$ cat src/rtl/biquad_pkg.sv
`default_nettype none
// +----------------------------------------------------------------------------+
// | Module   : biquad_pkg                                                      |
// | Purpose  : Shared types and constants for the biquad filter slot.          |
// | Revision : 1.0 - initial release                                           |
// +----------------------------------------------------------------------------+
package biquad_pkg;

  typedef enum logic [2:0] {
    B0 = 3'd0,
    B1 = 3'd1,
    B2 = 3'd2,
    A1 = 3'd3,
    A2 = 3'd4
  } coef_idx_e;

  typedef enum logic [1:0] {
    S_IDLE = 2'd0,
    S_MAC  = 2'd1,
    S_DONE = 2'd2
  } state_e;

  localparam int NUM_COEF      = 5;
  localparam int COEF_FRAC_DEF = 30;

  function automatic longint coef_one(input int frac);
    return longint'(1) <<< frac;
  endfunction

  localparam longint COEF_ONE = coef_one(COEF_FRAC_DEF);

endpackage
`default_nettype wire

$ cat src/rtl/biquad_mac.sv
`default_nettype none
// +----------------------------------------------------------------------------+
// | Module   : biquad_mac                                                      |
// | Purpose  : Multiply-accumulate with round-half-up and output saturation.   |
// | Revision : 1.0 - initial release                                           |
// +----------------------------------------------------------------------------+
module biquad_mac #(
  parameter int DATA_W    = 16,
  parameter int COEF_W    = 32,
  parameter int COEF_FRAC = 30,
  parameter int ACC_W     = 64
) (
  input  logic                     clk,
  input  logic                     reset,
  input  logic                     en,
  input  logic                     clr,
  input  logic signed [DATA_W-1:0] x,
  input  logic signed [COEF_W-1:0] c,
  output logic signed [DATA_W-1:0] y,
  output logic                     sat
);

  localparam int c_prod_w = DATA_W + COEF_W;
  localparam logic signed [ACC_W-1:0] c_half =
    {{(ACC_W-COEF_FRAC){1'b0}}, 1'b1, {(COEF_FRAC-1){1'b0}}};
  localparam logic signed [ACC_W-1:0] c_max =
    {{(ACC_W-DATA_W+1){1'b0}}, {(DATA_W-1){1'b1}}};
  localparam logic signed [ACC_W-1:0] c_min =
    {{(ACC_W-DATA_W+1){1'b1}}, {(DATA_W-1){1'b0}}};
  localparam logic signed [DATA_W-1:0] c_ymax = {1'b0, {(DATA_W-1){1'b1}}};
  localparam logic signed [DATA_W-1:0] c_ymin = {1'b1, {(DATA_W-1){1'b0}}};

  logic signed [c_prod_w-1:0] w_prod;
  logic signed [ACC_W-1:0]    w_term;
  logic signed [ACC_W-1:0]    w_rnd;
  logic signed [ACC_W-1:0]    w_shr;
  logic signed [ACC_W-1:0]    r_acc;

  assign w_prod = x * c;
  assign w_term = {{(ACC_W-c_prod_w){w_prod[c_prod_w-1]}}, w_prod};

  // clr restarts the sum with the current term, so no idle cycle between channels
  always_ff @(posedge clk or posedge reset) begin
    if (reset) begin
      r_acc <= '0;
    end else if (en) begin
      r_acc <= (clr ? '0 : r_acc) + w_term;
    end
  end

  assign w_rnd = r_acc + c_half;
  assign w_shr = w_rnd >>> COEF_FRAC;

  always_comb begin
    y   = w_shr[DATA_W-1:0];
    sat = 1'b0;
    if (w_shr > c_max) begin
      y   = c_ymax;
      sat = 1'b1;
    end else if (w_shr < c_min) begin
      y   = c_ymin;
      sat = 1'b1;
    end
  end

endmodule
`default_nettype wire

$ cat src/rtl/biquad_filter.sv
`default_nettype none
// +----------------------------------------------------------------------------+
// | Module   : biquad_filter                                                   |
// | Purpose  : Multi-channel DF-I biquad, one shared MAC, runtime coefficients. |
// | Revision : 1.0 - initial release                                           |
// +----------------------------------------------------------------------------+
module biquad_filter
  import biquad_pkg::*;
#(
  parameter int DATA_W    = 16,
  parameter int COEF_W    = 32,
  parameter int COEF_FRAC = 30,
  parameter int ACC_W     = 64,
  parameter int CH        = 2
) (
  input  logic                   clk,
  input  logic                   reset,
  input  logic                   in_valid,
  output logic                   in_ready,
  input  logic [CH*DATA_W-1:0]   in_data,
  output logic                   out_valid,
  output logic [CH*DATA_W-1:0]   out_data,
  output logic                   sat_flag,
  input  logic                   bypass,
  input  logic                   coef_we,
  input  logic [2:0]             coef_sel,
  input  logic [COEF_W-1:0]      coef_wdata,
  input  logic                   coef_commit
);

  localparam int c_chw = (CH > 1) ? $clog2(CH) : 1;
  localparam logic [c_chw-1:0] c_ch_last = c_chw'(CH - 1);
  localparam longint c_one_l =
    (COEF_FRAC == COEF_FRAC_DEF) ? COEF_ONE : coef_one(COEF_FRAC);
  localparam logic signed [COEF_W-1:0] c_coef_one = COEF_W'(c_one_l);

  typedef logic signed [DATA_W-1:0] smp_t;
  typedef logic signed [COEF_W-1:0] coef_t;

  state_e           r_state;
  logic [2:0]       r_tap;
  logic [c_chw-1:0] r_ch;
  logic             r_byp;
  logic             r_pend;

  coef_t r_shadow [NUM_COEF];
  coef_t r_active [NUM_COEF];
  coef_t w_shadow_nxt [NUM_COEF];

  smp_t r_x0 [CH];
  smp_t r_x1 [CH];
  smp_t r_x2 [CH];
  smp_t r_y1 [CH];
  smp_t r_y2 [CH];
  smp_t r_res [CH];
  smp_t w_y [CH];

  smp_t  w_mac_x;
  coef_t w_mac_c;
  smp_t  w_mac_y;
  logic  w_mac_sat;
  logic  w_mac_en;
  logic  w_mac_clr;
  logic  w_accept;
  logic  w_apply;

  assign w_accept  = (r_state == S_IDLE) && in_ready && in_valid;
  assign w_apply   = (r_state == S_IDLE) && (r_pend || coef_commit);
  assign w_mac_en  = (r_state == S_MAC);
  assign w_mac_clr = (r_tap == B0);

  // Same-cycle write is folded in so a simultaneous commit picks it up
  always_comb begin
    for (int k = 0; k < NUM_COEF; k++) begin
      w_shadow_nxt[k] = r_shadow[k];
    end
    if (coef_we && (coef_sel < 3'(NUM_COEF))) begin
      w_shadow_nxt[coef_sel] = coef_wdata;
    end
  end

  always_ff @(posedge clk or posedge reset) begin
    if (reset) begin
      for (int k = 0; k < NUM_COEF; k++) begin
        r_shadow[k] <= (k == 0) ? c_coef_one : '0;
        r_active[k] <= (k == 0) ? c_coef_one : '0;
      end
      r_pend <= 1'b0;
    end else begin
      for (int k = 0; k < NUM_COEF; k++) begin
        r_shadow[k] <= w_shadow_nxt[k];
      end
      if (w_apply) begin
        for (int k = 0; k < NUM_COEF; k++) begin
          r_active[k] <= w_shadow_nxt[k];
        end
        r_pend <= 1'b0;
      end else if (coef_commit) begin
        r_pend <= 1'b1;
      end
    end
  end

  always_comb begin
    w_mac_c = r_active[r_tap];
    w_mac_x = r_x0[r_ch];
    case (r_tap)
      B1:      w_mac_x = r_x1[r_ch];
      B2:      w_mac_x = r_x2[r_ch];
      A1:      w_mac_x = r_y1[r_ch];
      A2:      w_mac_x = r_y2[r_ch];
      default: w_mac_x = r_x0[r_ch];
    endcase
  end

  // Last channel's result is still in the MAC during DONE
  always_comb begin
    for (int i = 0; i < CH; i++) begin
      w_y[i] = r_res[i];
    end
    w_y[CH-1] = w_mac_y;
  end

  biquad_mac #(
    .DATA_W    (DATA_W),
    .COEF_W    (COEF_W),
    .COEF_FRAC (COEF_FRAC),
    .ACC_W     (ACC_W)
  ) u_mac (
    .clk   (clk),
    .reset (reset),
    .en    (w_mac_en),
    .clr   (w_mac_clr),
    .x     (w_mac_x),
    .c     (w_mac_c),
    .y     (w_mac_y),
    .sat   (w_mac_sat)
  );

  always_ff @(posedge clk or posedge reset) begin
    if (reset) begin
      r_state   <= S_IDLE;
      r_tap     <= B0;
      r_ch      <= '0;
      r_byp     <= 1'b0;
      in_ready  <= 1'b0;
      out_valid <= 1'b0;
      out_data  <= '0;
      sat_flag  <= 1'b0;
      for (int i = 0; i < CH; i++) begin
        r_x0[i]  <= '0;
        r_x1[i]  <= '0;
        r_x2[i]  <= '0;
        r_y1[i]  <= '0;
        r_y2[i]  <= '0;
        r_res[i] <= '0;
      end
    end else begin
      out_valid <= 1'b0;
      if (w_apply) begin
        sat_flag <= 1'b0;
      end
      case (r_state)
        S_IDLE: begin
          in_ready <= 1'b1;
          if (w_accept) begin
            for (int i = 0; i < CH; i++) begin
              r_x0[i] <= in_data[i*DATA_W +: DATA_W];
            end
            r_byp    <= bypass;
            r_tap    <= B0;
            r_ch     <= '0;
            in_ready <= 1'b0;
            r_state  <= S_MAC;
          end
        end
        S_MAC: begin
          // Previous channel's sum is final while the next channel's first tap runs
          if ((r_tap == B0) && (r_ch != '0)) begin
            r_res[r_ch - c_chw'(1)] <= w_mac_y;
            if (w_mac_sat) begin
              sat_flag <= 1'b1;
            end
          end
          if (r_tap == A2) begin
            r_tap <= B0;
            if (r_ch == c_ch_last) begin
              r_state <= S_DONE;
            end else begin
              r_ch <= r_ch + c_chw'(1);
            end
          end else begin
            r_tap <= r_tap + 3'd1;
          end
        end
        S_DONE: begin
          if (w_mac_sat) begin
            sat_flag <= 1'b1;
          end
          for (int i = 0; i < CH; i++) begin
            out_data[i*DATA_W +: DATA_W] <= r_byp ? r_x0[i] : w_y[i];
            r_x2[i] <= r_x1[i];
            r_x1[i] <= r_x0[i];
            r_y2[i] <= r_y1[i];
            r_y1[i] <= w_y[i];
          end
          out_valid <= 1'b1;
          in_ready  <= 1'b1;
          r_state   <= S_IDLE;
        end
        default: begin
          r_state <= S_IDLE;
        end
      endcase
    end
  end

endmodule
`default_nettype wire

$ cat config.mk
export PLATFORM = sky130hd
export DESIGN_NAME = biquad_filter
export DESIGN_NICKNAME = d
export VERILOG_FILES = /design/src/rtl/biquad_pkg.sv /design/src/rtl/biquad_mac.sv /design/src/rtl/biquad_filter.sv
export SDC_FILE = /design/constraint.sdc
export NUM_CORES = 2
export LEC_CHECK = 0
export ABC_AREA = 0
export CAP_MARGIN = 30
export CORE_AREA = 4 4 406 408
export DETAILED_ROUTE_END_ITERATION = 8
export DIE_AREA = 0 0 410 412
export PLACE_DENSITY_LB_ADDON = 0.1
export SYNTH_ARGS = -nofsm -noshare
export SYNTH_HDL_FRONTEND = slang
export SYNTH_HIERARCHICAL = 1
export SYNTH_SLANG_ARGS = --single-unit
$ cat constraint.sdc
create_clock -name clk -period 18.99 [get_ports clk]
set_input_delay 1.899 -clock clk [delete_from_list [all_inputs] [get_ports clk]]
set_output_delay 1.899 -clock clk [all_outputs]
set_load 0.05 [all_outputs]
### After elaboration in Yosys (flattened, before gate mapping)

Index checks and enable logic that the tools add are counted.

| storage, ports and cells | value |
|---|---|
| bits in registers | 619 |
| latch bits | 0 |
| bits in writable memories | 0 |
| bits in read-only memories | 0 |
| input bits | 73 |
| output and inout bits | 35 |
| word-level logic and storage cells | 131 |
| memories kept | 0 |

| operators by class | value |
|---|---|
| add/sub/neg operators | 5 |
| multiply operators | 1 |
| div/mod/pow operators | 0 |
| $lt $le $gt $ge | 9 |
| equal/unequal tests | 9 |
| shift operators | 0 |
| mux-type cells | 53 |
| bitwise logic cells | 4 |
| reductions and logical operators | 18 |

Operators by type and width:

| operator | number |
|---|---|
| 16-bit two-way mux | 20 |
| 160-bit bitwise mux | 1 |
| 160-bit two-way mux | 1 |
| 32-bit binary-select mux with 3-bit select | 1 |
| 32-bit demux with 3-bit select | 1 |
| 32-bit two-way mux | 3 |
| 64-bit by 31-bit adder with 64-bit output, second input constant | 1 |
| 64-bit adder | 1 |
| 64-bit two-way mux | 1 |
| 16-bit one-hot mux with 4 select lines | 1 |
| 16-bit by 32-bit multiplier with 48-bit output | 1 |
| 34-bit by 16-bit greater-than comparator with 1-bit output, second input constant | 1 |
| 34-bit by 16-bit less-than comparator with 1-bit output, second input constant | 1 |
| 32-bit bitwise mux | 1 |
| 16-bit demux with 1-bit select | 1 |
| 1-bit two-way mux | 12 |
| 4-bit greater-or-equal comparator, second input constant | 2 |
| 3-bit inverter with 4-bit output | 2 |
| 1-bit logical AND | 7 |
| 3-bit by 2-bit equality test with 1-bit output, second input constant | 2 |
| 2-bit two-way mux | 3 |
| 3-bit two-way mux | 2 |
| 2-bit inequality test, second input constant | 3 |
| 1-bit one-hot mux with 2 select lines | 3 |
| other kinds (20) | 27 |

### Longest topological paths before layout

| logic depth | value |
|---|---|
| word-level depth | 7 |
| mapped depth | 52 |
| depth with buffers taken out | 46 |

### Hierarchy

The synthesis kept the hierarchy.

Modules (own cells, without submodules):

| module | times used | cells an instance | area each (µm²) | seq. area each (µm²) |
|---|---|---|---|---|
| biquad_mac | 1 | 2897 | 24916.4 | 1601.5 |
| biquad_filter | 1 | 1555 | 23163.5 | 13490.4 |

### Least setup slack after synthesis

OpenSTA, ideal clock, no wires.

| path | value |
|---|---|
| kind | reg2reg |
| start | reg r_tap[0] |
| end | reg u_mac.r_acc[59] |
| library setup time | 0.137 ns |
| arrival time | 10.636 ns |
| required time | 18.853 ns |
| path slack | 8.217 ns |
| stages on the path, launching flop included | 49 |
| path buffers | 5 |
| clock period less this slack | 10.773 ns |
| cells stage by stage | dfrtp_1 > clkbuf_1 > buf_2 > buf_2 > inv_1 > ha_1 > nor2b_1 > o21bai_1 > clkbuf_1 > o211ai_1 > clkbuf_1 > nand2_1 > fa_1 > fa_1 > fa_1 > inv_1 > fa_1 > fa_1 > [... 13 more ...] > nand2b_1 > a221o_1 > a21oi_1 > xnor2_1 > ha_1 > nand2_1 > o21ai_0 > nor4_1 > a22o_1 > o41a_1 > o21ai_2 > o211ai_1 > o211a_1 > o211a_1 > or4_1 > and4_4 > mux2i_1 > a21oi_1 |

| between the ends | value |
|---|---|
| elaborated cells between the ends (all ways) | 13 |
| those cells by class | add/sub: 1; mul: 1; eq/ne: 4; mux: 5; bitwise: 1; reduce/logical: 1 |

RTL lines:

| item | line | source |
|---|---|---|
| from (decl) | biquad_filter.sv:41 | `logic [2:0] r_tap;` |
| from (signal assigned) | biquad_filter.sv:193 | `r_tap <= r_tap + 3'd1;` |
| 3-bit equality test (tied with other cells) | biquad_filter.sv:107 | `case (r_tap)` |
| 16-bit one-hot mux with 4 select lines * | biquad_filter.sv:107 |  |
| via w_mac_x[1] | biquad_filter.sv:58 | `smp_t w_mac_x;` |
| 16-bit by 32-bit multiplier with 48-bit output * | biquad_mac.sv:39 | `assign w_prod = x * c;` |
| 64-bit adder * | biquad_mac.sv:47 | `r_acc <= (clr ? '0 : r_acc) + w_term;` |
| to (signal assigned) | biquad_mac.sv:47 |  |
| to (decl) | biquad_mac.sv:37 | `logic signed [ACC_W-1:0] r_acc;` |

Mark *: on every way through the listed nets, which the timed path passes. The rest lies on a longest branch. The select of a mux whose other input is x is not followed.
A chain may end at the register's enable or synchronous reset.

### Worst setup path in the final report

| path | value |
|---|---|
| start | reg r_tap[0] |
| end | reg u_mac.r_acc[60] |

Same word-level chain as after synthesis.

==> results.py <==
metrics = {
    "synth": {
        "synth_xor_area_share_pct": 2.449,
        "syn_nets": 5200,
        "synth.area.mux_share_pct": 17.11,
        "synth-compound-area-share_pct": 7.640,
        "synth_top_family_by_area": "adder cells",
        "syn_area_per_cell_um2": 10.80,
        "synthAdderAreaFrac_pct": 25.17,
        "syn-cell-area_mm2": 0.04808,
        "yosysSeqAreaShare_pct": 31.39,
        "synth_warnings": 6,
        "yosys-top-cells-area": "dfrtp_1, fa_1, mux2_2",
        "synthCells": 4452,
        "synthSimpleGateAreaFrac_pct": 9.478,
        "synth-edff-count": 0,
        "synth.top_cell.area_share_pct": 31.28,
        "ys_ff_latch": 603,
        "ys_async_sr_fraction_pct": 100.0,
        "synth_cell_types": 95,
        "synth_top_area_cell": "dfrtp_1",
        "synth_ff_type": "dfrtp_1",
    },
    "drt": {
        "wl_mm": 134.2,
        "num_vias": 31930,
        "ant_nets": 0,
        "drt-pass1-iter-count": 5,
        "post_drt_wl_per_cell_um": 19.92,
        "drt-initial-drc-count": 1565,
        "vias_per_cell": 4.739,
        "drc_errors": 0,
    },
    "die": {
        "die_y_um": 412,
        "pin_count": 108,
        "fp.coreArea_mm2": 0.1617,
        "die_x_um": 410,
        "die-area_mm2": 0.1689,
        "start_util_pct": 29.74,
        "rows": 148,
    },
    "worst_setup_path": {
        "setup.worst_path.class": "reg2reg",
        "crit_path_end_kind": "flop",
        "crit_arrival_ns": 13.68,
        "cp_max_fo": 46,
        "critPathLaunchType": "flop",
        "required_ns": 19.58,
        "cpMostUsedCell": "fa_1",
        "cpPeakStageDelay_ns": 1.00,
        "slowest_stage": "dfrtp_4",
    },
    "clocking": {
        "htree_levels": 3,
        "cts_tree": "yes",
        "clock_path_buffers": 3,
        "clock_latency_ns": 0.69,
        "cts-root-buf": "clkbuf_16",
        "cts_hold_buf": 0,
        "cts_sinks": 603,
        "cts_resized": 0,
        "cts_buffers": 77,
        "clk_pin_slew_ns": 0.06,
        "post_cts_buffers": 0,
    },
    "placed_design": {
        "gp_congestion": 0.7804,
        "io_buffer_count": 107,
        "hpwl_mm": 95.94,
    },
    "timing": {
        "rsz0062_at_grt": "false",
        "hold_viol": 0,
        "max_freq_mhz": 76.39,
        "finClkSkew_ns": 0.06996,
        "finalMaxSlewViolations": 0,
        "min_period_ns": 13.09,
        "tns_ns": 0,
        "post-route-period-util_pct": 68.94,
        "setup_viol": 0,
        "tightest_slew_ns": 1.045,
        "slew_headroom_pct": 29.90,
    },
    "cells_and_area": {
        "num-fill-cells": 16440,
        "area_growth_pct": 13.28,
        "final_layout_size_suffix_gt1_share_pct": 19.93,
        "nNetsFinal": 5250,
    },
    "hold_path": {
        "hold_path.class": "reg2reg",
    },
    "run_status": {
        "outcome": "completed",
    },
    "global_route": {
        "grt_pass1_wl_mm": 212.6,
        "grt_overflow": 0,
        "grt_pass1_vias": 34600,
        "grt_max_degree": 162,
        "grtUsageTotal_pct": 16.12,
        "antenna_found_initial": 2,
    },
    "job": {
        "maxCapViolCount": 0,
    },
}
## final timing paths
check	depth (start not counted)	to	slack [ns]	start
worst max-delay path	44	u_mac/r_acc[60]$_DFFE_PP0P_	5.90	r_tap[0]$_DFFE_PP0P_
worst min-delay path	1	r_shadow[141]$_DFF_PP0_	0.48	r_shadow[141]$_DFF_PP0_
worst max register to register	44	u_mac/r_acc[60]$_DFFE_PP0P_	5.90	r_tap[0]$_DFFE_PP0P_
worst min register to register	1	r_shadow[141]$_DFF_PP0_	0.48	r_shadow[141]$_DFF_PP0_
max in group asynchronous	4	r_tap[0]$_DFFE_PP0P_	15.14	reset
min in group asynchronous	2	u_mac/r_acc[54]$_DFFE_PP0P_	1.74	reset
## synthesized netlist by cell type, types with 9 or more instances
cell type and number:
nand2b_1 16, o22ai_1 35, ha_1 188, buf_4 9
mux2_4 30, a22oi_1 66, nand2_1 356, buf_2 49
mux2_2 611, dfrtp_1 601, nor2b_1 66, fa_1 487
clkbuf_1 160, and3_1 14, nor3_1 19, a31oi_1 11
a21oi_1 169, o211ai_1 26, inv_1 589, buf_1 9
o21ai_0 81, and2_1 212, xor2_1 48, a21o_1 61
o21a_1 14, o21bai_1 18, nand3_1 33, nor2_1 138
xnor2_1 82, mux2i_1 84, nand4_1 22
## area by class of cell
type,instances,area [um^2],area share [%]
diodes,1,2.502,0.004595
clock buffers,105,2212,4.062
clock inverters,33,466.7,0.8569
inverters,592,2230,4.094
multi-input cells,3024,29820,54.76
flip-flops and latches,603,15100,27.73
well taps,2175,2721,4.997
repair buffers,204,1907,3.501
## state kept, by name, summed over array words and instances (netlist names)
name	count
r_y1	32
r_tap	3
r_x1	32
r_res	16
r_ch	1
u_mac/r_acc	64
r_x0	32
r_shadow	160
r_x2	32
r_pend	1
sat_flag	1
out_data	32
out_valid	1
in_ready	1
r_byp	1
r_y2	32
r_state	2
r_active	160
## metrics by stage
step | instance area [um^2] | instances | hold WS [ns] | setup slack [ns] | utilization [%]
finish | 54460 | 6737 | 0.4816 | 5.899 | 33.69
global placement | 51640 | 6590 | 0.4634 | 6.065 | 31.94
CTS | 54410 | 6734 | 0.4858 | 5.765 | 33.65
detailed placement | 51730 | 6596 | 0.4727 | 5.796 | 32.00
floorplan | 48080 | 4452 | 0.4510 | 2.029 | -
global route | 54460 | 6736 | 0.4989 | 4.982 | 33.69
## cells by family (layout without fill, tap and decap cells)
| family | Yosys count | in the layout |
|---|---|---|
| simple gates | 922 | 922 |
| buf+inv | 825 | 934 |
| mux | 730 | 730 |
| fa+ha+maj | 675 | 675 |
| flops | 603 | 603 |
| compound gates | 565 | 565 |
| xor+xnor | 132 | 132 |
| other cells | 0 | 1 |
## critical path: cells and delay by family (launching register included)
family / cells / cell delay (ns)
xor+xnor: 1 / 0.11
flops: 1 / 1.00
simple gates: 7 / 1.37
mux: 1 / 0.30
fa+ha+maj: 10 / 4.61
compound gates: 21 / 4.51
buf+inv: 4 / 1.04
## layout by cell type (no fill, tap or decap), types with 35 or more instances in the layout
cell type and n:
a21o_1 61, a21oi_1 169, a22oi_1 66, and2_1 212, buf_4 89, clkbuf_16 77
clkdlybuf4s50_1 107, dfrtp_1 598, fa_1 487, ha_1 186, inv_1 587, mux2_2 611
mux2i_1 84, nand2_1 356, nor2_1 138, nor2b_1 64, o21ai_0 76, o22ai_1 35
xnor2_1 82, xor2_1 48
## routing by layer
metal | GRT usage (%) | vias up | routed length, um
met3 | 2.040 | 143 | 3726
met5 | 0 | - | 0
met4 | 3.831 | 0 | 2567
li1 | - | 14750 | -
met2 | 26.70 | 369 | 64120
met1 | 22.44 | 16660 | 63790
Power is not shown: default switching activity piles up to over one toggle a cycle in this logic, so the estimate is an artifact.
